[src/rtl/cms_pkg.sv]
// Shared types and width helpers for the streaming complex MSE unit.
// CMS_ROUND_EN widens the accumulator by one bit for the rounding addend.
package cms_pkg;

  typedef enum logic [1:0] {
    S_IDLE  = 2'd0,
    S_RUN   = 2'd1,
    S_DRAIN = 2'd2,
    S_DONE  = 2'd3
  } state_t;

  // {imag, real}: field index times component width gives the LSB
  localparam int RE = 0;
  localparam int IM = 1;

  function automatic int ew(input int dw);
    return dw + 1;
  endfunction

  function automatic int ow(input int dw);
    return 2 * dw + 3;
  endfunction

  function automatic int aw(input int dw, input int ml);
`ifdef CMS_ROUND_EN
    return ow(dw) + ml + 1;
`else
    return ow(dw) + ml;
`endif
  endfunction

endpackage

[src/rtl/complex_square_pipe.sv]
// Exact complex square e^2 = (er^2 - ei^2) + j(2 er ei), MULT_LAT deep.
// Valid bits flush on i_flush; data regs are free-running.
module complex_square_pipe
  import cms_pkg::*;
#(
  parameter int DW       = 16,
  parameter int MULT_LAT = 3
) (
  input  logic                     i_clk,
  input  logic                     i_arst,
  input  logic                     i_flush,
  input  logic                     i_valid,
  input  logic signed [ew(DW)-1:0] i_er,
  input  logic signed [ew(DW)-1:0] i_ei,
  output logic                     o_valid,
  output logic signed [ow(DW)-1:0] o_sq_re,
  output logic signed [ow(DW)-1:0] o_sq_im
);

  localparam int OW = ow(DW);

  logic signed [OW-1:0] w_er, w_ei, w_re, w_im;
  logic signed [OW-1:0] r_re [MULT_LAT];
  logic signed [OW-1:0] r_im [MULT_LAT];
  logic [MULT_LAT-1:0]  r_v;

  assign w_er = OW'(i_er);
  assign w_ei = OW'(i_ei);
  assign w_re = w_er * w_er - w_ei * w_ei;
  assign w_im = (w_er * w_ei) <<< 1;

  always_ff @(posedge i_clk or posedge i_arst) begin
    if (i_arst) begin
      r_v <= '0;
    end else if (i_flush) begin
      r_v <= '0;
    end else begin
      r_v[0] <= i_valid;
      for (int k = 1; k < MULT_LAT; k++)
        r_v[k] <= r_v[k-1];
    end
  end

  always_ff @(posedge i_clk) begin
    r_re[0] <= w_re;
    r_im[0] <= w_im;
    for (int k = 1; k < MULT_LAT; k++) begin
      r_re[k] <= r_re[k-1];
      r_im[k] <= r_im[k-1];
    end
  end

  assign o_valid = r_v[MULT_LAT-1];
  assign o_sq_re = r_re[MULT_LAT-1];
  assign o_sq_im = r_im[MULT_LAT-1];

endmodule

[src/rtl/complex_mse_stream.sv]
// Streaming complex mean of (y - y_hat)^2 over 2^L samples.
// CMS_ROUND_EN selects round-half-up instead of floor on the divide.
module complex_mse_stream
  import cms_pkg::*;
#(
  parameter int DW       = 16,
  parameter int MAX_LOG2 = 7,
  parameter int MULT_LAT = 3
) (
  input  logic                  i_clk,
  input  logic                  i_arst,
  input  logic                  i_start,
  input  logic                  i_clear,
  input  logic                  i_cont,
  input  logic [3:0]            i_log2_samples,
  input  logic                  i_valid,
  output logic                  o_ready,
  input  logic [2*DW-1:0]       i_y,
  input  logic [2*DW-1:0]       i_y_hat,
  output logic                  o_valid,
  output logic [2*ow(DW)-1:0]   o_data,
  output logic                  o_busy
);

  localparam int EW = ew(DW);
  localparam int OW = ow(DW);
  localparam int AW = aw(DW, MAX_LOG2);
  localparam int CW = MAX_LOG2 + 1;

  state_t r_state, w_next;
  logic                 w_arm;
  logic [3:0]           r_l, w_l;
  logic                 r_cont;
  logic [CW-1:0]        r_rx, r_proc, w_n;
  logic signed [AW-1:0] r_acc_re, r_acc_im;
  logic signed [AW-1:0] w_half, w_sre, w_sim;
  logic signed [EW-1:0] w_er, w_ei;
  logic                 w_acc_in, w_pv;
  logic signed [OW-1:0] w_sq_re, w_sq_im;

  assign w_er = EW'($signed(i_y[RE*DW +: DW]))
              - EW'($signed(i_y_hat[RE*DW +: DW]));
  assign w_ei = EW'($signed(i_y[IM*DW +: DW]))
              - EW'($signed(i_y_hat[IM*DW +: DW]));

  assign w_l = (i_log2_samples > 4'(MAX_LOG2))
             ? 4'(MAX_LOG2) : i_log2_samples;
  assign w_n      = CW'(1) << r_l;
  assign o_ready  = (r_state == S_RUN) && (r_rx < w_n);
  assign w_acc_in = i_valid && o_ready;
  assign o_busy   = (r_state != S_IDLE);

  complex_square_pipe #(
    .DW      (DW),
    .MULT_LAT(MULT_LAT)
  ) u_sq (
    .i_clk  (i_clk),
    .i_arst (i_arst),
    .i_flush(i_clear),
    .i_valid(w_acc_in),
    .i_er   (w_er),
    .i_ei   (w_ei),
    .o_valid(w_pv),
    .o_sq_re(w_sq_re),
    .o_sq_im(w_sq_im)
  );

  // w_arm: entering RUN with a fresh accumulator and counters
  always_comb begin
    w_next = r_state;
    w_arm  = 1'b0;
    unique case (r_state)
      S_IDLE:  if (i_start) begin
                 w_next = S_RUN;
                 w_arm  = 1'b1;
               end
      S_RUN:   if (r_rx == w_n) w_next = S_DRAIN;
      S_DRAIN: if (r_proc == w_n) w_next = S_DONE;
      S_DONE:  begin
                 w_next = r_cont ? S_RUN : S_IDLE;
                 w_arm  = r_cont;
               end
      default: w_next = S_IDLE;
    endcase
    if (i_clear) begin
      w_next = S_IDLE;
      w_arm  = 1'b0;
    end
  end

  always_ff @(posedge i_clk or posedge i_arst) begin
    if (i_arst) begin
      r_state  <= S_IDLE;
      r_l      <= '0;
      r_cont   <= 1'b0;
      r_rx     <= '0;
      r_proc   <= '0;
      r_acc_re <= '0;
      r_acc_im <= '0;
    end else begin
      r_state <= w_next;
      if (w_arm && r_state == S_IDLE) begin
        r_l    <= w_l;
        r_cont <= i_cont;
      end
      if (w_arm) begin
        r_rx     <= '0;
        r_proc   <= '0;
        r_acc_re <= '0;
        r_acc_im <= '0;
      end else begin
        if (w_acc_in) r_rx <= r_rx + CW'(1);
        if (w_pv) begin
          r_proc   <= r_proc + CW'(1);
          r_acc_re <= r_acc_re + AW'(w_sq_re);
          r_acc_im <= r_acc_im + AW'(w_sq_im);
        end
      end
    end
  end

`ifdef CMS_ROUND_EN
  assign w_half = (r_l == 4'd0) ? '0 : (AW'(1) <<< (r_l - 4'd1));
`else
  assign w_half = '0;
`endif
  assign w_sre = (r_acc_re + w_half) >>> r_l;
  assign w_sim = (r_acc_im + w_half) >>> r_l;

  always_ff @(posedge i_clk or posedge i_arst) begin
    if (i_arst) begin
      o_valid <= 1'b0;
      o_data  <= '0;
    end else begin
      o_valid <= (r_state == S_DONE) && !i_clear;
      if (r_state == S_DONE && !i_clear)
        o_data <= {w_sim[OW-1:0], w_sre[OW-1:0]};
    end
  end

endmodule
[config.mk]
export PLATFORM = sky130hd
export DESIGN_NAME = complex_mse_stream
export DESIGN_NICKNAME = d
export VERILOG_FILES = /design/src/rtl/cms_pkg.sv /design/src/rtl/complex_square_pipe.sv /design/src/rtl/complex_mse_stream.sv
export SDC_FILE = /design/constraint.sdc
export NUM_CORES = 2
export LEC_CHECK = 0
export CORE_MARGIN = 2
export CORE_UTILIZATION = 45
export CTS_CLUSTER_DIAMETER = 150
export CTS_CLUSTER_SIZE = 16
export DETAILED_ROUTE_END_ITERATION = 8
export GPL_ROUTABILITY_DRIVEN = 0
export PLACE_DENSITY = 0.64
export SLEW_MARGIN = 40
export SYNTH_ARGS = -nofsm -noshare
export SYNTH_HDL_FRONTEND = slang
export SYNTH_SLANG_ARGS = --single-unit
[constraint.sdc]
create_clock -name i_clk -period 5.8 [get_ports i_clk]
set_clock_uncertainty 0.05 [all_clocks]
set_input_delay 0.58 -clock i_clk [delete_from_list [all_inputs] [get_ports i_clk]]
set_output_delay 0.58 -clock i_clk [all_outputs]
set_load 0.02 [all_outputs]
==> out/metrics.yaml <==
global_route:
  grt_overflow_total: 0
  grt_pass1_wl_mm: 221
  track_usage_pct: 23.4
  antenna_found_initial: 2
  first_global_vias: 42700
  grt_max_degree: 94
logic_synthesis:
  synth-seq-cells: 387
  synthCells: 5610
  synth_cell_types: 86
  async_flop_share_pct: 46.5
  synth_nets: 6942
  synth_top_flop_cell: "dfxtp_1"
  ys_seq_area_share_pct: 16.8
  syn_area_per_cell_um2: 9.19
  synth-edff-count: 0
  synth_area_um2: 51600
  synth-warning-count: 0
critical_path:
  crit_slowest_cell: "fa_1"
  critPathKind: "input port to flop"
  critical_path_required_ns: 6.27
  cpPeakStageDelay_ns: 0.52
  worstPathMaxFanout: 15
  worst_ep_arrival_time_ns: 9.49
  end_kind: "flop"
  crit_top_cell: "fa_1"
  start_kind: "input port"
run_status:
  status: "finished, violations left"
  violations: "setup timing"
floorplan:
  num_rows: 124
  initial_core_util_pct: 45.2
  io_pins: 147
  core_um2: 114000
  die-height_um: 343
  die_w_um: 343
  die-area_um2: 117000
timing:
  post-route-period-util_pct: 156
  hold_slack_ns: 0.263
  relSlewSlack_pct: 43.9
  setup_viol: 54
  rsz0062_at_grt: "yes"
  worst_slew_pin_slew_ns: 0.842
  worst_slack_ns: -3.22
  fmax_mhz: 111
  hold_violations: 0
  period_minus_slack_ns: 9.02
  slew_viol_final: 0
drt:
  ant_nets: 0
  wl_mm: 136
  vias: 41300
  drt_first_pass_iters: 5
  via_per_inst: 5.15
  drc: 0
  detail_route.iter0.violations: 2209
  wl_per_cell_um: 16.9
clock_tree:
  clkSinkCount: 387
  cts_root_buf: "clkbuf_16"
  clockBufferDepth: 3
  cts.clk_slew.worst_paths_ns: 0.08
  cts_max_level: 1
  cts_tree: "done"
  cts_hold_buf: 0
  cts_buffers: 28
  clk_latency_ns: 0.57
job:
  drv_cap: 0
worst_hold_path:
  hold_class: "flop to flop"
finish:
  final_util_pct: 56.9
  fillerInstances: 9967
  layout-drive-gt1-share_pct: 22.8
  final_cell_mix: "inv_1 (994), fa_1 (819), buf_4 (805)"
  final_common_cell: "inv_1"
  area_growth_pct: 25.8
  nets: 7837
place:
  io_buffers: 146
  hpwl_mm: 113
==> cells by family after synthesis <==
group | after synthesis | share of synthesized area (%)
XOR/XNOR | 247 | 4.19
multiplexers | 183 | 4.88
adder cells (fa/ha/maj) | 1258 | 42.8
AO/OA/AOI/OAI | 820 | 10.1
flip-flops | 387 | 16.8
AND/OR/NAND/NOR | 1453 | 12.0
buffers and inverters | 1262 | 9.24
==> routing by layer <==
metal / GRT usage [%] / up-vias / part of all wire [%]
met5: 0 / - / 0
met3: 1.94 / 171 / 5.2
li1: - / 19500 / -
met2: 40.0 / 1079 / 48
met4: 6.59 / 0 / 3.1
met1: 31.8 / 20600 / 43
==> Yosys cell counts (104+ instances only) <==
| library cell | number | area, um^2 |
|---|---|---|
| o21ai_0 | 170 | 851 |
| dfrtp_1 | 180 | 4500 |
| inv_1 | 1044 | 3920 |
| ha_1 | 416 | 5200 |
| a21oi_1 | 251 | 1260 |
| fa_1 | 842 | 16900 |
| a21o_1 | 109 | 818 |
| dfxtp_1 | 207 | 4140 |
| nand2_1 | 612 | 2300 |
| clkbuf_1 | 156 | 586 |
| mux2i_1 | 104 | 1040 |
| xnor2_1 | 173 | 1520 |
| nor2_1 | 515 | 1930 |
==> path summary, 6_finish.rpt <==
check                      depth (start not counted)                to  slack [ns]             start
max reg2reg                                       15           r_rx[7]        1.80            r_l[0]
max in group asynchronous                          3      r_acc_im[24]        4.35            i_arst
max                                               42  u_sq.r_re[0][34]       -3.22            i_y[0]
min in group asynchronous                          2           r_rx[0]        0.42            i_arst
min                                                0  u_sq.r_re[0][45]        0.26  u_sq.r_re[0][10]
min reg2reg                                        0  u_sq.r_re[0][45]        0.26  u_sq.r_re[0][10]
==> timing repair <==
action / in CTS / in global routing
buffers inserted: 80 / 49
gates resized for setup: 342 / 193
gates cloned: 0 / 2
pin swaps: 190 / 151
endpoints found under the setup margin: 57 / 55
endpoints found under the hold margin: 0 / 0
==> area by class of cell <==
type	count	area [um^2]	area share, %
Clock buffer	45	786	1.21
Clock inverter	1	16.3	0.0251
Sequential cell	387	8660	13.3
Multi-Input combinational cell	3961	40500	62.4
Timing Repair Buffer	1064	9000	13.9
Inverter	1063	4030	6.21
Tap cell	1512	1890	2.91
Antenna cell	1	2.50	0.00386
==> registers in the layout (all words and copies together), names as in the netlist <==
name,count
r_cont,1
u_sq.r_re,105
u_sq.r_v,3
r_l,4
r_acc_im,41
o_valid,1
u_sq.r_im,102
r_proc,8
r_state,2
o_data,70
r_acc_re,42
r_rx,8
==> metrics by stage <==
stage | setup WS (ns) | instances | TNS, ns | area, um^2
4_1_cts | -3.23 | 7996 | -98.45 | 63800
5_1_grt | -3.65 | 8033 | -116.39 | 64900
6_report | -3.22 | 8034 | -99.38 | 64900
3_5_place_dp | -4.33 | 7878 | -166.52 | 61100
3_3_place_gp | -4.27 | 7878 | -163.48 | 61100
2_1_floorplan | -3.26 | 5610 | -84.10 | 52400
==> critical path: cells and delay by family <==
kind | cells | cell delay, ns
AO/OA/AOI/OAI | 15 | 2.79
adder cells (fa/ha/maj) | 10 | 4.15
AND/OR/NAND/NOR | 5 | 0.59
buffers and inverters | 11 | 1.19
XOR/XNOR | 1 | 0.14
Power is left out: the tool's default activity adds up to more than one toggle a clock period on the data nets, which glitch-free logic cannot reach.
